===== config.mk =====
export PLATFORM = sky130hd
export DESIGN_NAME = add_pipe
export DESIGN_NICKNAME = d
export VERILOG_FILES = /design/src/rtl/add_pipe.sv
export SDC_FILE = /design/constraint.sdc
export NUM_CORES = 1
export LEC_CHECK = 0
export CORE_AREA = 2 2 101 83
export CTS_BUF_LIST = sky130_fd_sc_hd__clkbuf_4 sky130_fd_sc_hd__clkbuf_8
export DETAILED_ROUTE_END_ITERATION = 7
export DIE_AREA = 0 0 103 85
export GPL_ROUTABILITY_DRIVEN = 0
export PLACE_DENSITY = 0.89
export SLEW_MARGIN = 5
export SYNTH_ARGS = -nofsm -noshare
export SYNTH_HDL_FRONTEND = slang
export SYNTH_SLANG_ARGS = --single-unit

===== constraint.sdc =====
create_clock -name clk -period 2.2 [get_ports clk]
set_input_delay 0.44 -clock clk [delete_from_list [all_inputs] [get_ports clk]]
set_output_delay 0.44 -clock clk [all_outputs]
set_load 0.03 [all_outputs]

===== src/rtl/add_pipe.sv =====
// add_pipe: pipelined two's-complement adder/subtractor.
//
// The WIDTH-bit add is split into STAGES chunks of CHUNK = WIDTH/STAGES bits.
// Each pipeline stage adds one chunk and registers the chunk carry for the
// next stage. The final stage feeds the output registers directly, so a
// result appears STAGES register stages after acceptance. STAGES = 1 is a
// plain registered adder.
//
// Ports:
//   clk, rst_n     rising-edge clock, asynchronous active-low reset
//   flush          synchronous clear of every in-flight operation
//   in_valid/in_ready    input handshake for a, b, sub, cin
//   a, b           operands (WIDTH bits)
//   sub            0: a + b + cin, 1: a - b (cin ignored)
//   out_valid/out_ready  output handshake for out, cout, ovf, zero
//   out            sum/difference modulo 2^WIDTH
//   cout           carry out of the MSB (sub: 1 means no borrow)
//   ovf            signed overflow
//   zero           out == 0
module add_pipe #(
    parameter int WIDTH  = 16,
    parameter int STAGES = 4
) (
    input  logic             clk,
    input  logic             rst_n,
    input  logic             flush,
    input  logic             in_valid,
    output logic             in_ready,
    input  logic [WIDTH-1:0] a,
    input  logic [WIDTH-1:0] b,
    input  logic             sub,
    input  logic             cin,
    output logic             out_valid,
    input  logic             out_ready,
    output logic [WIDTH-1:0] out,
    output logic             cout,
    output logic             ovf,
    output logic             zero
);
    localparam int CHUNK = WIDTH / STAGES;

    if ((STAGES < 1) || (STAGES > WIDTH) || ((WIDTH % STAGES) != 0)) begin : g_param_check
        $error("add_pipe: WIDTH must be a multiple of STAGES with 1 <= STAGES <= WIDTH");
    end

    // Output registers (declared early: the advance enable depends on them).
    logic             out_valid_d, out_valid_q;
    logic [WIDTH-1:0] out_d, out_q;
    logic             cout_d, cout_q;
    logic             ovf_d, ovf_q;
    logic             zero_d, zero_q;

    // Global advance enable and stage-0 operand conditioning.
    logic             en;
    logic [WIDTH-1:0] b_eff;
    logic             c_in;

    always_comb begin
        en       = !out_valid_q || out_ready;
        in_ready = en;
        b_eff    = sub ? ~b : b;
        c_in     = sub ? 1'b1 : cin;
    end

    // Intermediate stages 0..STAGES-2. Stage k holds the finished low result
    // bits (lo), the untouched upper operand bits (ha/hb) and the chunk carry.
    // Register widths shrink/grow per stage so no dead bits are carried.
    for (genvar k = 0; k < STAGES - 1; k++) begin : g_st
        localparam int LO = (k + 1) * CHUNK;
        localparam int HI = WIDTH - LO;

        logic           vld_d, vld_q;
        logic           cy_d, cy_q;
        logic [LO-1:0]  lo_n, lo_d, lo_q;
        logic [HI-1:0]  ha_n, ha_d, ha_q;
        logic [HI-1:0]  hb_n, hb_d, hb_q;
        logic           src_vld;
        logic [CHUNK:0] sum;

        if (k == 0) begin : g_src
            always_comb begin
                src_vld = in_valid;
                sum     = {1'b0, a[CHUNK-1:0]} + {1'b0, b_eff[CHUNK-1:0]}
                        + {{CHUNK{1'b0}}, c_in};
                lo_n    = sum[CHUNK-1:0];
                ha_n    = a[WIDTH-1:CHUNK];
                hb_n    = b_eff[WIDTH-1:CHUNK];
            end
        end else begin : g_src
            always_comb begin
                src_vld = g_st[k-1].vld_q;
                sum     = {1'b0, g_st[k-1].ha_q[CHUNK-1:0]}
                        + {1'b0, g_st[k-1].hb_q[CHUNK-1:0]}
                        + {{CHUNK{1'b0}}, g_st[k-1].cy_q};
                lo_n    = {sum[CHUNK-1:0], g_st[k-1].lo_q};
                ha_n    = g_st[k-1].ha_q[HI+CHUNK-1:CHUNK];
                hb_n    = g_st[k-1].hb_q[HI+CHUNK-1:CHUNK];
            end
        end

        always_comb begin
            vld_d = vld_q;
            cy_d  = cy_q;
            lo_d  = lo_q;
            ha_d  = ha_q;
            hb_d  = hb_q;
            if (en) begin
                vld_d = src_vld;
                cy_d  = sum[CHUNK];
                lo_d  = lo_n;
                ha_d  = ha_n;
                hb_d  = hb_n;
            end
            // Flush wins over both new input and a stall.
            if (flush) begin
                vld_d = 1'b0;
            end
        end

        always_ff @(posedge clk or negedge rst_n) begin
            if (!rst_n) begin
                vld_q <= 1'b0;
                cy_q  <= 1'b0;
                lo_q  <= '0;
                ha_q  <= '0;
                hb_q  <= '0;
            end else begin
                vld_q <= vld_d;
                cy_q  <= cy_d;
                lo_q  <= lo_d;
                ha_q  <= ha_d;
                hb_q  <= hb_d;
            end
        end
    end

    // Final stage: adds the top chunk straight into the output registers.
    logic             fin_vld;
    logic [CHUNK:0]   fin_sum;
    logic [WIDTH-1:0] fin_res;
    logic             fin_a_msb;
    logic             fin_b_msb;

    if (STAGES == 1) begin : g_fin
        always_comb begin
            fin_vld   = in_valid;
            fin_sum   = {1'b0, a} + {1'b0, b_eff} + {{CHUNK{1'b0}}, c_in};
            fin_res   = fin_sum[CHUNK-1:0];
            fin_a_msb = a[WIDTH-1];
            fin_b_msb = b_eff[WIDTH-1];
        end
    end else begin : g_fin
        always_comb begin
            fin_vld   = g_st[STAGES-2].vld_q;
            fin_sum   = {1'b0, g_st[STAGES-2].ha_q} + {1'b0, g_st[STAGES-2].hb_q}
                      + {{CHUNK{1'b0}}, g_st[STAGES-2].cy_q};
            fin_res   = {fin_sum[CHUNK-1:0], g_st[STAGES-2].lo_q};
            fin_a_msb = g_st[STAGES-2].ha_q[CHUNK-1];
            fin_b_msb = g_st[STAGES-2].hb_q[CHUNK-1];
        end
    end

    // With b already inverted in sub mode, both add and sub overflow reduce to
    // "operands agree in sign, result does not".
    always_comb begin
        out_valid_d = out_valid_q;
        out_d       = out_q;
        cout_d      = cout_q;
        ovf_d       = ovf_q;
        zero_d      = zero_q;
        if (flush) begin
            out_valid_d = 1'b0;
        end else if (en) begin
            out_valid_d = fin_vld;
            if (fin_vld) begin
                out_d  = fin_res;
                cout_d = fin_sum[CHUNK];
                ovf_d  = (fin_a_msb == fin_b_msb) && (fin_res[WIDTH-1] != fin_a_msb);
                zero_d = (fin_res == '0);
            end
        end
    end

    always_ff @(posedge clk or negedge rst_n) begin
        if (!rst_n) begin
            out_valid_q <= 1'b0;
            out_q       <= '0;
            cout_q      <= 1'b0;
            ovf_q       <= 1'b0;
            zero_q      <= 1'b0;
        end else begin
            out_valid_q <= out_valid_d;
            out_q       <= out_d;
            cout_q      <= cout_d;
            ovf_q       <= ovf_d;
            zero_q      <= zero_d;
        end
    end

    always_comb begin
        out_valid = out_valid_q;
        out       = out_q;
        cout      = cout_q;
        ovf       = ovf_q;
        zero      = zero_q;
    end

endmodule


==> out/qor.yml <==
status: "complete, no violations"
drt_iter0_drc: 195
fmax_mhz: 464
mostFrequentLayoutCells: "nand2_1 (224), dfrtp_1 (98), clkdlybuf4s50_1 (58)"
critPathMaxFanout: 2
finalMaxSlewViolations: 0
ant_nets: 0
die_h_um: 85
crit_top_cell: "fa_1"
crit_path_cell_trace: "fa_1 > fa_1 > nor4_1 > nand4_1 > o31ai_2"
wire_per_inst_um: 13.4
dp_cells: 618
timing.slew.headroom_pct: 68.6
yosysUniqueCellTypes: 28
ys_warn_count: 0
worstSetupPathType: "reg2reg"
cts_tree: "done"
syn_avg_cell_area_um2: 9.44
final.min_clock_period_ns: 2.16
p_leak_nw: 2.56
whs_ns: 0.0295
peakVddDrop_v: 0.000422
final_common_cell: "nand2_1"
final_cells: 634
worstSetupEndpointType: "flip-flop"
r2r-end: "zero$_DFFE_PN0P_"
grt_first_pass_wirelength_mm: 14.0
cts_root_buffer: "clkbuf_8"
cts_buffers: 9
clock_latency_ns: 0.36
maxCapViolations: 0
first_global_vias: 3059
path_clk_slew_ns: 0.09
skew_ns: 0.00793
critPathSlowestCell: "fa_1"
hpwl_mm: 6.09
synth_top_area_share_pct: 56.7
r2r-start: "g_st[2].cy_q$_DFFE_PN0N_"
fin_nets: 580
drive_gt1_share_pct: 7.79
ys_ff_latch: 98
synth_nets: 517
period_share_pct: 98.0
worstMarginPinSlew_ns: 0.471
syn_to_final_growth_pct: 23.4
row_count: 29
syn_inst: 458
vias: 3222
num-fill-cells: 583
finalSetupViolCount: 0
overflow: 0
power_density_nw_per_um2: 916
reg2reg_slack_ns: 0.04
first_pass_iters: 4
critPathArrivalTime_ns: 2.42
start_util_pct: 55.7
critical_path_required_ns: 2.47
viasPerCell: 5.08
critPathMaxStageDelay_ns: 0.49
grt_usage_pct: 20.7
p_total_mw: 4.88
core_area_um2: 7760
utilization_pct: 68.7
io_buffers: 59
synthTopCellsByArea: "dfrtp_1 (57%), nand2_1 (19%), fa_1 (3.7%), ha_1 (3.5%), xnor2_1 (3.2%)"
h-tree-depth: 3
cp-start-kind: "flip-flop"
cts_sinks: 98
multi_input_area_um2: 1760
synth-seq-area-share_pct: 56.7
pin_count: 60
rr_worst_depth: 5
antenna_found_initial: 0
yosysTopAreaCell: "dfrtp_1"
tns_ns: 0
die_area_um2: 8760
regArea_um2: 2450
hp-class: "in2async"
netlist_area_um2: 4320
die_w_um: 103
cts_buffer_depth: 2
drc_errors: 0
diodes: 0
wl_mm: 8.47
grt_max_degree: 92
hold_viol: 0
## power by group
group          internal, mW  switching (mW)  total, mW
Clock                 0.716           0.587       1.30
Combinational         0.542           0.660       1.20
Sequential             2.14           0.235       2.38
Total                  3.40            1.48       4.88
## registers in the layout, summed over array words and instances (netlist names)
register and cells:
g_st.lo_q 24, ovf 1, out 16, out_valid 1, cout 1, g_st.vld_q 2, fin_vld 1, g_st.hb_q 24
zero 1, g_st.cy_q 3, g_st.ha_q 24
## synthesized netlist by cell type, drive strengths merged
cell type    n
nor4         3
buf          9
ha          12
inv          4
clkinv       1
xnor2       16
or2          1
dfrtp       98
clkbuf      12
fa           8
xor2         8
nand4        1
mux2         1
o31ai        2
a21o         7
o21a         1
o21ai       23
nor2b        2
nand3b       1
nand2      225
nor3b        1
a21oi       14
nor2         8
## worst max-delay path, delay by kind of cell, from the launching register on
kind	cells	cell delay [ns]
and+or+nand+nor	2	0.42
DFF	1	0.42
adders and majority gates	2	0.97
AOI/OAI and AO/OA	1	0.24
## final cells by class
class	instances	area share, %
flip-flops and latches	98	46.0
multi-input cells	334	33.1
repair buffers	73	13.7
clock buffers	12	2.98
well taps	108	2.53
clock inverters	4	1.38
inverters	5	0.352
## worst max path at each step
stage	from	slack, ns	cells past startpoint	to
after floorplan	sub	-0.002	8	g_st[0].cy_q$_DFFE_PN0N_
after global placement	sub	-0.25	7	g_st[0].cy_q$_DFFE_PN0N_
after detailed placement	sub	-0.30	7	g_st[0].lo_q[2]$_DFFE_PN0N_
after CTS	out_ready	0.05	4	in_ready
after global routing	g_st[2].cy_q$_DFFE_PN0N_	-0.0007	5	zero$_DFFE_PN0P_
final	g_st[2].cy_q$_DFFE_PN0N_	0.04	5	zero$_DFFE_PN0P_
## metal layers
| layer | GRT usage [%] | share of wire, % | up-vias |
|---|---|---|---|
| met5 | 0 | 0 | - |
| met4 | 7.30 | 1.9 | 0 |
| met3 | 5.93 | 5.2 | 15 |
| met2 | 33.6 | 50 | 99 |
| met1 | 26.8 | 43 | 1534 |
| li1 | - | - | 1574 |
## through the flow
step / setup slack, ns / area, um2
detailed placement: -0.299 / 5090
global route: -0.000652 / 5330
finish: 0.0431 / 5330
global placement: -0.246 / 5090
floorplan: -0.00246 / 4350
CTS: 0.0461 / 5330
## cells by family after synthesis
group                    share of synthesized area (%)
AO/OA/AOI/OAI                                     6.02
AND/OR/NAND/NOR                                   22.2
multiplexers                                     0.261
buffers and inverters                             2.75
flip-flops                                        56.7
XOR/XNOR                                          4.86
adder cells (fa/ha/maj)                           7.18
## timing repair
| action | CTS | global route |
|---|---|---|
| gates resized for setup | 0 | 1 |
| buffers inserted | 0 | 0 |
| setup endpoints to repair | 0 | 1 |
| hold buffers | 0 | 0 |
Note: power is estimated with default switching activity, not from simulation.
